<file path="config.mk">
export PLATFORM = sky130hd
export DESIGN_NAME = regfile_wb_arbiter
export DESIGN_NICKNAME = d
export VERILOG_FILES = /design/src/rtl/regfile_pkg.sv /design/src/rtl/rr_arbiter.sv /design/src/rtl/regfile_wb_arbiter.sv
export SDC_FILE = /design/constraint.sdc
export NUM_CORES = 1
export LEC_CHECK = 0
export ABC_CLOCK_PERIOD_IN_PS = 3300
export BUFFER_PORTS_ARGS = -buffer_cell sky130_fd_sc_hd__buf_2
export CORE_MARGIN = 3
export CORE_UTILIZATION = 44
export CTS_BUF_LIST = sky130_fd_sc_hd__clkbuf_8
export CTS_CLUSTER_DIAMETER = 60
export DETAILED_ROUTE_END_ITERATION = 6
export GPL_TIMING_DRIVEN = 0
export PLACE_DENSITY = 0.79
export SETUP_SLACK_MARGIN = 0.1
export SYNTH_ARGS = -nofsm -noshare
export SYNTH_HDL_FRONTEND = slang
export SYNTH_HIERARCHICAL = 1
export SYNTH_SLANG_ARGS = --single-unit
</file>
<file path="constraint.sdc">
create_clock -name clk -period 3.3 [get_ports clk]
set_clock_uncertainty 0.1 [all_clocks]
set_input_delay 0.66 -clock clk [delete_from_list [all_inputs] [get_ports clk]]
set_output_delay 0.66 -clock clk [all_outputs]
set_load 0.05 [all_outputs]
</file>
<file path="src/rtl/regfile_pkg.sv">
// Shared types and default widths for the register-file write-back path.
package regfile_pkg;

    localparam int unsigned DW   = 32;
    localparam int unsigned AW   = 5;
    localparam int unsigned NREG = 32;

    typedef enum logic [1:0] {
        ST_IDLE  = 2'd0,
        ST_CLEAR = 2'd1,
        ST_RUN   = 2'd2
    } state_t;

endpackage

</file>
<file path="src/rtl/rr_arbiter.sv">
// N-wide round-robin arbiter: combinational one-hot grant, pointer advances past each winner.
module rr_arbiter #(
    parameter int unsigned N  = 3,
    parameter int unsigned PW = (N > 1) ? $clog2(N) : 1
) (
    input  logic          clk,
    input  logic          rst,
    input  logic          en,
    input  logic [N-1:0]  req,
    output logic [N-1:0]  gnt_c,
    output logic          gnt_any_c,
    output logic [PW-1:0] gnt_idx_c
);

    logic [PW-1:0] ptr;
    logic [PW-1:0] ptr_nxt;

    // Search from ptr upward, wrapping modulo N; first active request wins.
    always_comb begin
        int unsigned j;
        gnt_c     = '0;
        gnt_any_c = 1'b0;
        gnt_idx_c = '0;
        j         = 0;
        for (int unsigned i = 0; i < N; i++) begin
            j = (32'(ptr) + i) % N;
            if (en && !gnt_any_c && req[j]) begin
                gnt_any_c = 1'b1;
                gnt_idx_c = PW'(j);
                gnt_c     = N'(1) << j;
            end
        end
    end

    always_comb begin
        ptr_nxt = ptr;
        if (gnt_any_c) begin
            ptr_nxt = (32'(gnt_idx_c) == N - 1) ? '0 : gnt_idx_c + PW'(1);
        end
    end

    always_ff @(posedge clk) begin
        if (rst) begin
            ptr <= '0;
        end else begin
            ptr <= ptr_nxt;
        end
    end

endmodule

</file>
<file path="src/rtl/regfile_wb_arbiter.sv">
// Register-file write-port owner: zero sweep after start, then round-robin write-back sharing.
// Optional per-requester grant counters under REGFILE_WB_ARBITER_STATS_EN.
module regfile_wb_arbiter #(
    parameter int unsigned NREQ = 3,
    parameter int unsigned DW   = regfile_pkg::DW,
    parameter int unsigned AW   = regfile_pkg::AW,
    parameter int unsigned NREG = regfile_pkg::NREG
) (
    input  logic               clk,
    input  logic               rst,
    input  logic               start,
    input  logic [NREQ-1:0]    req_valid,
    input  logic [NREQ*AW-1:0] req_addr,
    input  logic [NREQ*DW-1:0] req_data,
    output logic [NREQ-1:0]    req_ready,
    output logic               wrt_en,
    output logic [AW-1:0]      a3,
    output logic [DW-1:0]      wrt,
`ifdef REGFILE_WB_ARBITER_STATS_EN
    output logic [NREQ*16-1:0] grant_cnt,
`endif
    output logic               init_done
);

    import regfile_pkg::*;

    localparam int unsigned PW = (NREQ > 1) ? $clog2(NREQ) : 1;

    state_t        state, state_nxt;
    logic [AW-1:0] cnt, cnt_nxt;
    logic          wrt_en_nxt, init_done_nxt;
    logic [AW-1:0] a3_nxt;
    logic [DW-1:0] wrt_nxt;

    logic [NREQ-1:0] gnt_c;
    logic            gnt_any_c;
    logic [PW-1:0]   gnt_idx_c;
    logic [AW-1:0]   gnt_addr_c;
    logic [DW-1:0]   gnt_data_c;

    rr_arbiter #(.N(NREQ), .PW(PW)) u_rr_arbiter (
        .clk       (clk),
        .rst       (rst),
        .en        (state == ST_RUN),
        .req       (req_valid),
        .gnt_c     (gnt_c),
        .gnt_any_c (gnt_any_c),
        .gnt_idx_c (gnt_idx_c)
    );

    assign req_ready  = gnt_c;
    assign gnt_addr_c = req_addr[32'(gnt_idx_c) * AW +: AW];
    assign gnt_data_c = req_data[32'(gnt_idx_c) * DW +: DW];

    // Next state and next write-port values; a3/wrt hold unless a write is issued.
    always_comb begin
        state_nxt  = state;
        cnt_nxt    = cnt;
        wrt_en_nxt = 1'b0;
        a3_nxt     = a3;
        wrt_nxt    = wrt;
        case (state)
            ST_IDLE: begin
                if (start) state_nxt = ST_CLEAR;
            end
            ST_CLEAR: begin
                wrt_en_nxt = 1'b1;
                a3_nxt     = cnt;
                wrt_nxt    = '0;
                if (cnt == AW'(NREG - 1)) begin
                    state_nxt = ST_RUN;
                end else begin
                    cnt_nxt = cnt + AW'(1);
                end
            end
            ST_RUN: begin
                // Writes to x0 are accepted but never reach the register file.
                if (gnt_any_c && gnt_addr_c != '0) begin
                    wrt_en_nxt = 1'b1;
                    a3_nxt     = gnt_addr_c;
                    wrt_nxt    = gnt_data_c;
                end
            end
            default: state_nxt = ST_IDLE;
        endcase
        init_done_nxt = (state_nxt == ST_RUN);
    end

    always_ff @(posedge clk) begin
        if (rst) begin
            state     <= ST_IDLE;
            cnt       <= AW'(1);
            wrt_en    <= 1'b0;
            a3        <= '0;
            wrt       <= '0;
            init_done <= 1'b0;
        end else begin
            state     <= state_nxt;
            cnt       <= cnt_nxt;
            wrt_en    <= wrt_en_nxt;
            a3        <= a3_nxt;
            wrt       <= wrt_nxt;
            init_done <= init_done_nxt;
        end
    end

`ifdef REGFILE_WB_ARBITER_STATS_EN
    // Saturating handshake counters, one per requester.
    for (genvar i = 0; i < NREQ; i++) begin : g_stats
        logic [15:0] stat_q;
        always_ff @(posedge clk) begin
            if (rst) begin
                stat_q <= '0;
            end else if (req_valid[i] && req_ready[i] && stat_q != 16'hFFFF) begin
                stat_q <= stat_q + 16'd1;
            end
        end
        assign grant_cnt[i*16 +: 16] = stat_q;
    end
`endif

endmodule

</file>
==> Word-level counts from Yosys, hierarchy flattened <==
Index checks and enable logic that the tools add are counted.
{ "totals": {"reg_bits": 48, "inputBits": 117, "output_inout_bits": 42, "elab_cells": 68} }
{ "classes": {"n_addsub": 4, "multipliers": 1, "div_mod_pow": 3, "magnitude_cmp": 3, "n_eq_ne": 6, "shift": 5, "muxes": 25, "bitwise": 1, "reduce_logical": 13} }
{ "op_table": {"columns": ["op", "n"], "rows": [
  ["< comparator 32 x 3 -> 1 bit (second input constant)", 3],
  ["variable part select 96 x 8 -> 32 bit", 1],
  ["left shift 1 x 32 -> 3 bit (first input constant)", 3],
  ["modulo 32 x 2 -> 32 bit (second input constant)", 2],
  ["one-hot mux 32 bit (2 select lines)", 1],
  ["modulo 2 x 2 -> 32 bit (second input constant)", 1],
  ["two-way mux 32 bit", 1],
  ["variable part select 15 x 6 -> 5 bit", 1],
  ["two-way mux 2 bit", 6],
  ["one-hot mux 5 bit (2 select lines)", 1],
  ["two-way mux 3 bit", 3],
  ["two-way mux 1 bit", 7],
  ["binary-select mux 1 bit (select 2 bit)", 3],
  ["== test 2 bit (second input constant)", 3],
  ["logical AND 1 bit", 6],
  ["one-hot mux 2 bit (3 select lines)", 1],
  ["adder 5 x 1 -> 5 bit (second input constant)", 1],
  ["== test 5 bit (second input constant)", 1],
  ["multiplier 2 x 3 -> 5 bit (second input constant)", 1],
  ["two-way mux 5 bit", 1],
  ["nonzero test 5 bit", 1],
  ["AND reduction 2 bit", 2],
  ["adder 2 x 1 -> 3 bit (second input constant)", 1],
  ["adder 2 x 2 -> 3 bit (second input constant)", 1],
  ["other kinds (8)", 9]
]} }

==> Depth between registers and ports, before layout <==
{ "depth": {"depth_word": 19, "mapped_depth": 16, "ltp_nobuf": 12} }

==> Hierarchy <==
The synthesis kept the hierarchy.
{ "modules_own_cells": {"columns": ["mod", "instances", "cells_each", "area_per_inst_um2", "seq_area_each_um2"], "rows": [
  ["regfile_wb_arbiter", 1, 336, 2904.0, 920.9],
  ["rr_arbiter", 1, 53, 430.4, 40.0]
]} }

==> Worst setup path after synthesis <==
OpenSTA, ideal clock, no wires.
{ "synth_timing": {"kind": "register to register", "startpoint": "register u_rr_arbiter.ptr[1]", "endpoint": "register wrt[11]", "setup_time_ns": 0.072, "t_arrival_ns": 3.507, "path_slack_ns": -0.379, "stages_incl_launch_ff": 16, "period_less_slack_ns": 3.679, "cell_sequence": "dfxtp_1 inv_1 ha_1 buf_6 mux2_4 mux2_4 o21ai_2 nor2b_1 a21o_1 buf_4 buf_2 a2bb2oi_1 nand2_2 o211ai_4 buf_12 mux2i_1"} }
{ "synth_between": {"elab_chain_cells": 19, "word_cells_on_any_way": 33, "classes_between": "add/sub (2); mul (1); div (3); eq/ne (1); shift (2); mux (14); reduce/logical (10)"} }
{ "synth_lines": {"columns": ["item", "line_no", "source"], "rows": [
  ["start: declaration", "rr_arbiter.sv:15", "logic [PW-1:0] ptr;"],
  ["start signal: assignment", "rr_arbiter.sv:46", "ptr <= ptr_nxt;"],
  ["branches (longest 12 deep; another with modulo 32 x 2 -> 32 bit)", null, null],
  ["two-way mux 2 bit (*)", "rr_arbiter.sv:27", "if (en && !gnt_any_c && req[j]) begin"],
  ["via gnt_idx_c[0]", "regfile_wb_arbiter.sv:37", "logic [PW-1:0] gnt_idx_c;"],
  ["multiplier 2 x 3 -> 5 bit", "regfile_wb_arbiter.sv:52", "assign gnt_addr_c = req_addr[32'(gnt_idx_c) * AW +: AW];"],
  ["variable part select 15 x 6 -> 5 bit", "regfile_wb_arbiter.sv:52", null],
  ["nonzero test 5 bit", "regfile_wb_arbiter.sv:78", "if (gnt_any_c && gnt_addr_c != '0) begin"],
  ["logical AND 1 bit", "regfile_wb_arbiter.sv:78", null],
  ["inequality test 2 bit (no line)", null, null],
  ["AND reduction 2 bit (no line)", null, null],
  ["end signal: assignment", "regfile_wb_arbiter.sv:102", "wrt <= wrt_nxt;"],
  ["end: declaration", "regfile_wb_arbiter.sv:18", "output logic [DW-1:0] wrt,"]
]} }
Mark *: on every way through the listed nets, which the timed path passes. The select of a mux whose other input is x is not followed.
A chain may end at the register's enable or synchronous reset.

==> Final worst setup path <==
{ "layout_timing": {"startpoint": "register u_rr_arbiter.ptr[1]", "endpoint": "register wrt[24]"} }
Same word-level chain as after synthesis.

==> impl_metrics.yaml <==
sta:
  period_minus_slack_ns: 3.17
  max-slew-margin-rel: 0.650
  timing_hold_violations_final: 0
  setup_viol: 0
  final.setup.tns_ns: 0
  slew_viol_final: 0
  finalCritPeriodShare: 0.961
  setup_ws_ns: 0.129
  fmax_mhz: 315
  worstMarginPinSlew_ns: 0.523
  whs_ns: 0.359
  rsz0062_at_grt: "true"
power_and_ir_drop:
  clkPwrFrac: 0.304
  power.density_nw_per_um2: 239
  seq_power_share: 0.505
  pwr-share-comb: 0.191
  p_int_mw: 0.868
  ir_drop_uv: 202
  power.switching_mw: 0.306
  switching_share: 0.261
  power.leakage_nw: 2.36
synth:
  ys_seq_elements: 48
  synth_edf_count: 0
  synth_cell_types: 44
  synth_warnings: 6
  synthCells: 389
  synthTopCellsByArea: "dfxtp_1 29%, mux2i_1 24%, nand2_1 7.9%"
  ys.flop_type: "dfxtp_1"
  synthTopCellsByCount: "79 x mux2i_1, 70 x nand2_1, 48 x dfxtp_1, 41 x nand2b_1, 36 x o21ai_0"
  yosysTopAreaCell: "dfxtp_1"
  yosys.area.top_type_share: 0.288
  yosysSeqAreaShare: 0.288
  synth.avg_cell_area_um2: 8.57
  synth.cell_area_um2: 3330
  ys_async_sr_fraction: 0
  yosysMostFrequentCell: "mux2i_1"
  syn_nets: 516
critical_path:
  crit_path_max_fanout: 8
  critical_path.slowest_cell: "dfxtp_4"
  crit_family: "buffers and inverters"
  crit_chain: "buf_4 -> ha_4 -> clkbuf_4 -> mux2_4 -> o21ai_4 -> nor2b_4 -> a21o_4 -> buf_6 -> buf_12 -> a2bb2oi_4 -> nand3_4 -> o211ai_4 -> buf_12 -> clkbuf_16 -> mux2i_1"
  required_ns: 3.43
  critical_path_class: "reg -> reg"
  start_kind: "register"
  critPathBufInv: 6
  arrival_ns: 3.30
  critPathMaxStageDelay_ns: 0.36
  cp_common_cell: "buf_12"
  worstSetupEndpointType: "register"
finish:
  regArea_um2: 966
  multiInputGateArea_um2: 2400
  design_area_um2: 4900
  drive_above_1_share: 0.418
  diodes: 0
  finalNonFillerCells: 678
  areaGrowthSynthToFinish_pct: 47.1
  nFillCells: 636
  layout.nets: 706
placed_design:
  place_congestion: 0.798
  dp_hpwl_um: 7260
  place_inst: 646
  post-place-ws_ns: -0.378
  place_area_um2: 4300
  io_buffers: 158
drt:
  wl_per_cell_um: 14.5
  firstDrtPassIters: 4
  remaining_drc_errors: 0
  drt_iter0_markers: 78
  wirelength_um: 9850
  viasPerCell: 5.03
  postRouteAntennaNets: 0
  num_vias: 3413
grt:
  grt_pass1_vias: 3222
  grt_use_total: 0.217
  grt-ovfl-total: 0
  grt_pass1_wl_um: 15400
  grt_max_degree: 15
  antenna_found_initial: 0
clock_network:
  ctsHoldBuffers: 0
  clock_path_buffers: 2
  clkTransAtPathRegs_ns: 0.09
  cts_root_buf: "clkbuf_8"
  insertion_delay_ns: 0.29
  cts_tree: "yes"
  cts-buffers-inserted: 5
  cts_sinks: 48
  htreeDepth: 2
run:
  drv_cap: 0
floorplanning:
  die_area_um2: 8660
  rows: 31
  fp.dieW_um: 93.1
  core_area_um2: 7290
  start_util: 0.457
  die_h_um: 93.1
  ios: 159
outcome:
  status: "completed"
hold_path:
  min_path_type: "reg -> reg"
[power by group through the flow]
stage | registers, mW | clock network, mW | logic [mW]
3_3_place_gp | 0.606 | 0 | 0.194
3_5_place_dp | 0.607 | 0 | 0.201
6_report | 0.593 | 0.356 | 0.225
4_1_cts | 0.592 | 0.372 | 0.221
5_1_grt | 0.594 | 0.393 | 0.248
2_1_floorplan | 0.614 | 0 | 0.0963
[cells by family (layout without fill, tap and decap cells)]
kind of cell | Yosys count | in the layout | share of synthesized area
flip-flops | 48 | 48 | 0.288
multiplexers | 81 | 81 | 0.246
AO/OA/AOI/OAI | 66 | 66 | 0.144
buffers and inverters | 36 | 226 | 0.0645
AND/OR/NAND/NOR | 145 | 145 | 0.212
adder cells (fa/ha/maj) | 10 | 10 | 0.0375
XOR/XNOR | 3 | 3 | 0.00788
[placed cells by master (no fill, tap or decap), types with 7 or more instances in the layout]
master | synthesis | layout
ha_1 | 10 | 7
clkbuf_1 | 18 | 14
o21ai_0 | 36 | 36
nand2_1 | 70 | 69
buf_4 | 1 | 20
dfxtp_1 | 48 | 46
nor2_1 | 15 | 15
nand2b_1 | 41 | 40
mux2i_1 | 79 | 73
buf_2 | 4 | 160
[sequential cells by signal, summed over array words and instances (netlist names)]
| signal | count |
|---|---|
| state | 2 |
| wrt | 32 |
| u_rr_arbiter/ptr | 2 |
| cnt | 5 |
| wrt_en | 1 |
| a3 | 5 |
| init_done | 1 |
[area by class of cell]
class | instances | area share
buffer | 29 | 0.0485
clock buffer | 6 | 0.0168
clock inverter | 1 | 0.00179
inverter | 7 | 0.00587
multi-input combinational | 305 | 0.490
sequential | 48 | 0.197
tap | 99 | 0.0253
timing repair buffer | 183 | 0.215
[metrics by stage]
stage,total power [mW],util
floorplan,0.711,-
global placement,0.801,0.590
detailed placement,0.807,0.590
CTS,1.19,0.652
global route,1.24,0.672
finish,1.17,0.672
[worst reg2reg max path: stages, from the launching register on]
cell,delay (ns)
dfxtp_4,0.36
buf_4,0.14
ha_4,0.26
clkbuf_4,0.18
mux2_4,0.35
o21ai_4,0.16
nor2b_4,0.17
a21o_4,0.14
buf_6,0.10
buf_12,0.13
a2bb2oi_4,0.19
nand3_4,0.10
o211ai_4,0.26
buf_12,0.17
clkbuf_16,0.15
mux2i_1,0.17
[path summary, 6_finish.rpt]
check | start | to | slack [ns] | cells past startpoint
hold reg to reg | wrt[30]$_SDFFE_PP0P_ | wrt[30]$_SDFFE_PP0P_ | 0.36 | 2
setup / recovery | u_rr_arbiter/ptr[1]$_SDFFE_PP0P_ | wrt[24]$_SDFFE_PP0P_ | 0.13 | 15
hold / removal | wrt[30]$_SDFFE_PP0P_ | wrt[30]$_SDFFE_PP0P_ | 0.36 | 2
setup reg to reg | u_rr_arbiter/ptr[1]$_SDFFE_PP0P_ | wrt[24]$_SDFFE_PP0P_ | 0.13 | 15
[timing repair]
| action | 4_1_cts | 5_1_grt |
|---|---|---|
| pin swaps | 6 | 6 |
| buffers inserted | 14 | 8 |
| gates cloned | 1 | 2 |
| resized for setup | 37 | 15 |
| setup endpoints to repair | 38 | 40 |
[metal layers]
layer,global-route usage,vias up,share of wire
met2,0.404,107,0.52
met1,0.261,1571,0.42
met5,0,-,0
li1,-,1721,-
met4,0.0525,0,0.014
met3,0.0322,14,0.047
(Power assumes the default switching activity.)
